[config.mk]
export PLATFORM = sky130hd
export DESIGN_NAME = regwrite_tracer
export DESIGN_NICKNAME = d
export VERILOG_FILES = /design/src/rtl/regwrite_tracer.sv
export SDC_FILE = /design/constraint.sdc
export NUM_CORES = 1
export LEC_CHECK = 0
export CAP_MARGIN = 20
export CELL_PAD_IN_SITES_DETAIL_PLACEMENT = 1
export CELL_PAD_IN_SITES_GLOBAL_PLACEMENT = 1
export CORE_MARGIN = 2
export CORE_UTILIZATION = 41
export CTS_CLUSTER_DIAMETER = 50
export DETAILED_ROUTE_END_ITERATION = 8
export HOLD_SLACK_MARGIN = 0.08
export PLACE_DENSITY = 0.64
export SETUP_SLACK_MARGIN = 0.1
export SKIP_LAST_GASP = 1
export SLEW_MARGIN = 40
export SYNTH_ARGS = -nofsm -noshare
export SYNTH_HDL_FRONTEND = slang
export SYNTH_SLANG_ARGS = --single-unit
[constraint.sdc]
create_clock -name clock -period 9.35 [get_ports clock]
set_clock_uncertainty 0.05 [all_clocks]
set_input_delay 2.3375 -clock clock [delete_from_list [all_inputs] [get_ports clock]]
set_output_delay 2.3375 -clock clock [all_outputs]
set_load 0.03 [all_outputs]
[src/rtl/regwrite_tracer.sv]
// Register-file write tracer: captures watched CPU register writes into a trace FIFO.
// Optional per-entry cycle stamps are built when REGWRITE_TRACER_TIMESTAMP_EN is defined.
module regwrite_tracer #(
    parameter int DATA_W      = 32,
    parameter int NUM_REGS    = 32,
    parameter int ADDR_W      = 5,
    parameter int DEPTH       = 16,
    parameter int TS_W        = 32,
    parameter int CHANGE_ONLY = 0
) (
    input  logic                    clock,
    input  logic                    reset,
    input  logic                    wr_en,
    input  logic [ADDR_W-1:0]       wr_addr,
    input  logic [DATA_W-1:0]       wr_data,
    input  logic [NUM_REGS-1:0]     watch_mask,
    input  logic                    clear,
    output logic                    trace_valid,
    input  logic                    trace_ready,
    output logic [ADDR_W-1:0]       trace_addr,
    output logic [DATA_W-1:0]       trace_data,
    output logic [TS_W-1:0]         trace_stamp,
    output logic [$clog2(DEPTH):0]  level,
    output logic                    overflow,
    output logic [15:0]             drop_count
);

    localparam int PTR_W = $clog2(DEPTH);
    localparam int LVL_W = PTR_W + 1;

    logic [DATA_W-1:0] shadow [NUM_REGS];
    logic [ADDR_W-1:0] addr_mem [DEPTH];
    logic [DATA_W-1:0] data_mem [DEPTH];
    logic [PTR_W-1:0]  wr_ptr;
    logic [PTR_W-1:0]  rd_ptr;

    logic              addr_hit;
    logic              watched;
    logic [DATA_W-1:0] old_val;
    logic              shadow_wr;
    logic              changed;
    logic              push;
    logic              pop;
    logic              full;
    logic              do_push;
    logic              drop;

    // Register 0 and out-of-range addresses never match, so they are neither traced nor shadowed.
    always_comb begin
        addr_hit = 1'b0;
        watched  = 1'b0;
        old_val  = '0;
        for (int i = 1; i < NUM_REGS; i++) begin
            if (wr_addr == ADDR_W'(i)) begin
                addr_hit = 1'b1;
                watched  = watch_mask[i];
                old_val  = shadow[i];
            end
        end
    end

    assign shadow_wr = wr_en && addr_hit;
    assign changed   = (CHANGE_ONLY == 0) || (wr_data != old_val);
    assign push      = shadow_wr && watched && changed;
    assign pop       = trace_valid && trace_ready;
    assign full      = (level == LVL_W'(DEPTH));
    // A full FIFO still accepts a push when the head leaves in the same cycle.
    assign do_push   = push && (!full || pop);
    assign drop      = push && full && !pop;

    // NOTE: sequential state uses non-blocking assignments so every register samples pre-edge values.
    always_ff @(posedge clock) begin
        if (!reset) begin
            for (int i = 0; i < NUM_REGS; i++) shadow[i] <= '0;
        end else begin
            for (int i = 1; i < NUM_REGS; i++) begin
                if (shadow_wr && wr_addr == ADDR_W'(i)) shadow[i] <= wr_data;
            end
        end
    end

    always_ff @(posedge clock) begin
        if (!reset) begin
            wr_ptr <= '0;
            rd_ptr <= '0;
            level  <= '0;
        end else begin
            if (do_push) wr_ptr <= wr_ptr + PTR_W'(1);
            if (pop)     rd_ptr <= rd_ptr + PTR_W'(1);
            case ({do_push, pop})
                2'b10:   level <= level + LVL_W'(1);
                2'b01:   level <= level - LVL_W'(1);
                default: level <= level;
            endcase
        end
    end

    // NOTE: FIFO storage has no reset; the head outputs are masked to zero while the FIFO is empty.
    always_ff @(posedge clock) begin
        if (do_push) begin
            addr_mem[wr_ptr] <= wr_addr;
            data_mem[wr_ptr] <= wr_data;
        end
    end

    always_ff @(posedge clock) begin
        if (!reset) begin
            overflow   <= 1'b0;
            drop_count <= '0;
        end else if (drop) begin
            overflow   <= 1'b1;
            drop_count <= clear ? 16'd1 :
                          (drop_count == 16'hFFFF) ? drop_count : drop_count + 16'd1;
        end else if (clear) begin
            overflow   <= 1'b0;
            drop_count <= '0;
        end
    end

    assign trace_valid = (level != '0);
    assign trace_addr  = trace_valid ? addr_mem[rd_ptr] : '0;
    assign trace_data  = trace_valid ? data_mem[rd_ptr] : '0;

`ifdef REGWRITE_TRACER_TIMESTAMP_EN
    logic [TS_W-1:0] ts_count;
    logic [TS_W-1:0] stamp_mem [DEPTH];

    always_ff @(posedge clock) begin
        if (!reset) ts_count <= '0;
        else        ts_count <= ts_count + TS_W'(1);
    end

    always_ff @(posedge clock) begin
        if (do_push) stamp_mem[wr_ptr] <= ts_count;
    end

    assign trace_stamp = trace_valid ? stamp_mem[rd_ptr] : '0;
`else
    assign trace_stamp = '0;
`endif

endmodule

==> metrics <==
vias in the first global route 13092; chain of cells forming the critical path buf_12 -> mux4_2 -> mux4_2 -> and2_1 -> clkdlybuf4s50_1; GRT Total Usage 18.3%; # rows 90; initial antenna violation count 2; fmax 156 MHz; worst rel slew slack 45.2%; Num Clock Sinks 626; count of inserted antenna diode cells 0; Critical Path Source Type flip-flop; top_reg_cell synth sky130_fd_sc_hd__edfxtp_1; final setup fails 0; initial standard-cell utilization of the core 41.5%; Post-Route Setup TNS 0 ns; setup repair after global routing missed its margin false; Worst Hold Slack 0.454 ns; post-cts sizing count 0; Avg WL per Cell 25.7 um; wire length after detailed routing 56.2 mm; Final HPWL DP 31.1 mm; post-layout min period 6.40 ns; clock transition at the registers of the reported paths 0.06 ns; async set or reset register ratio after synthesis 0%; total power draw 0.00738 W; global-route wire length before repair 84.9 mm; Pre-antenna DRT Iters 4; HP Class reg -> reg; clock latency reported for the late side of the worst-skew pair 0.59 ns; number of slew-limit violations in the final report 0; endpoint type of the worst setup path output port; Finished Layout Cells 2189; Synth warnings 0; Die X-Extent 251 um; overall via count from detail_route 11984; Critical path buffers and inverters 2; core region area 60200 sq um; EDFF count, synth 592; Cell Count Post-Placement 2063; power share of the combinational group 22.2%; count of pins on the block boundary 166; fraction of final layout cells sized beyond drive strength 1 25.2%; status finished clean; residual DRC count 0; Post-DRT Antenna Nets 0; DIE HEIGHT 251 um; post-synthesis area per instance 21.1 sq um; TritonCTS clock tree yes; weighted congestion at the end of routability-driven global placement 0.700; WP data required 6.96 ns; pin count of the biggest net entering global routing 87; Worst Tran Pin Value 0.822 ns; pwr/cell area 251 nW/um^2; buffer levels on the longest clock path 3; Hold Violations, Final 0; Internal 0.00535 W; arrival time of the worst setup path 4.01 ns; Iter 0 DRT Violations 939; Switching Share 27.5%; Via-to-Cell Ratio 5.47; hold_buf cts 0; Setup Slack @ Placement 1.89 ns; Psw 0.00203 W; full die area 62900 sq um; # Max-Cap Violations 0; count of buffers added by post-CTS timing repair for setup 0; root buf cell sky130_fd_sc_hd__clkbuf_16; Synth Register Bits 626; level count of the clock H-tree 3; static leakage power 9.10 nW; critical path's slowest cell sky130_fd_sc_hd__dfxtp_4; startpoint-to-endpoint class of the critical path reg -> out; largest stage delay on the critical path 0.82 ns; cell occurring most often along the worst timing path sky130_fd_sc_hd__mux4_2; part of the total power dissipated in the clock network 34.9%; minimum setup slack in the final design 2.95 ns; largest voltage drop on the vdd net 0.149 mV; post-synthesis cell type count 58; proportion of synthesized chip area in sequential cells 73.9%; power share of the sequential group 42.9%; cell type group with the largest total delay on the critical path buffers and inverters; synthesized area 25000 sq um; sum of overflow across all layers after global routing 0; R2R Setup Slk 5.73 ns; CTS buffer count 72; maximum fanout along the worst path 80; area growth from synthesis to layout 17.8%; number of standard cells after synthesis 1185; total number of nets in the final design 1439; input/output buffers 132; share of the cycle needed by the critical path after routing 68.5%
## worst min-delay path: stages (launching register included)
cell and delay (ns):
sky130_fd_sc_hd__dfxtp_1 0.34, sky130_fd_sc_hd__nand2_1 0.06, sky130_fd_sc_hd__o21ai_0 0.06
## final cells by class
type / instances / area (sq um)
Fill cell: 5364 / 30800
Clock inverter: 42 / 290
Sequential cell: 626 / 18500
Inverter: 16 / 60.1
Multi-Input combinational cell: 479 / 6140
Tap cell: 782 / 978
Timing Repair Buffer: 161 / 1630
Clock buffer: 83 / 1860
## final timing paths
| check | depth (start not counted) | startpoint | to |
|---|---|---|---|
| max | 5 | flip-flop | trace_data[4] |
| min reg2reg | 2 | drop_count[1] | drop_count[1] |
| min | 2 | drop_count[1] | drop_count[1] |
| max reg2reg | 14 | level[1] | level[4] |
## layout by cell type (no fill, tap or decap), drive strengths merged, types with 3 or more instances in the layout
master / n
edfxtp: 592
mux4: 186
clkdlybuf4s50: 129
clkbuf: 83
and2: 54
dfxtp: 34
conb: 32
buf: 32
clkinv: 27
inv: 26
nand2: 24
a21oi: 16
and3: 16
nor2b: 13
mux2i: 12
nand2b: 12
nand4: 11
o21ai: 10
ha: 9
nor3: 8
nand3: 7
nor2: 7
a31o: 6
xnor2: 6
and4: 4
clkinvlp: 4
a31oi: 3
nand3b: 3
xor2: 3
a211oi: 3
## synthesized netlist by cell type, drive strengths merged (3+ instances only)
| library cell | instances | area (sq um) |
|---|---|---|
| buf | 55 | 353 |
| nand3 | 7 | 35.0 |
| and2 | 54 | 338 |
| a211oi | 3 | 35.0 |
| nand2b | 12 | 75.1 |
| dfxtp | 34 | 681 |
| mux2i | 12 | 120 |
| o21ai | 10 | 50.1 |
| a31oi | 3 | 18.8 |
| nand3b | 3 | 22.5 |
| ha | 9 | 113 |
| nand4 | 11 | 68.8 |
| a21oi | 16 | 80.1 |
| nand2 | 24 | 90.1 |
| mux4 | 186 | 4190 |
| clkbuf | 40 | 150 |
| and3 | 16 | 100 |
| and4 | 4 | 35.0 |
| nor2 | 7 | 26.3 |
| xor2 | 3 | 26.3 |
| nor2b | 13 | 81.3 |
| nor3 | 8 | 45.0 |
| a31o | 6 | 52.6 |
| inv | 16 | 60.1 |
| edfxtp | 592 | 17800 |
| xnor2 | 6 | 52.6 |
## per-layer routing
| metal | GRT usage, % | vias up | wire length [um] |
|---|---|---|---|
| met5 | 0 | - | 10 |
| met4 | 4.62 | 2 | 1040 |
| met3 | 3.40 | 80 | 3040 |
| met2 | 30.1 | 301 | 27900 |
| met1 | 25.5 | 6408 | 24300 |
| li1 | - | 5193 | - |
## power by group through the flow
stage	sequential, W	combinational [W]	clock [W]
6_report	0.00317	0.00164	0.00258
5_1_grt	0.00318	0.00176	0.00273
4_1_cts	0.00317	0.00168	0.00264
3_5_place_dp	0.00323	0.00168	0
3_3_place_gp	0.00324	0.00164	0
2_1_floorplan	0.00319	0.00113	0
## cells by family (layout without fill, tap and decap cells)
kind of cell | count (synthesis) | count (layout) | share of synthesized area, %
muxes | 200 | 200 | 17.3
AOI/OAI and AO/OA | 60 | 60 | 1.71
other | 1 | 32 | 0.0150
DFF | 626 | 626 | 73.9
adders and majority gates | 9 | 9 | 0.451
buffers and inverters | 111 | 302 | 2.25
and+or+nand+nor | 169 | 169 | 4.01
xor gates and xnor gates | 9 | 9 | 0.316
## sequential cells by signal, summed over array words and instances (netlist names), named ones only
name        cells
rd_ptr          4
data_mem      512
drop_count     16
wr_ptr          4
addr_mem       80
level           5
overflow        1
## stage by stage
stage          cell area, sq um  utilization [%]
6_report                  29400             48.8
3_5_place_dp              27200             45.2
5_1_grt                   29400             48.8
4_1_cts                   29400             48.8
3_3_place_gp              27100             45.0
2_1_floorplan             25100                -
Power figures use the tool's default switching activity.
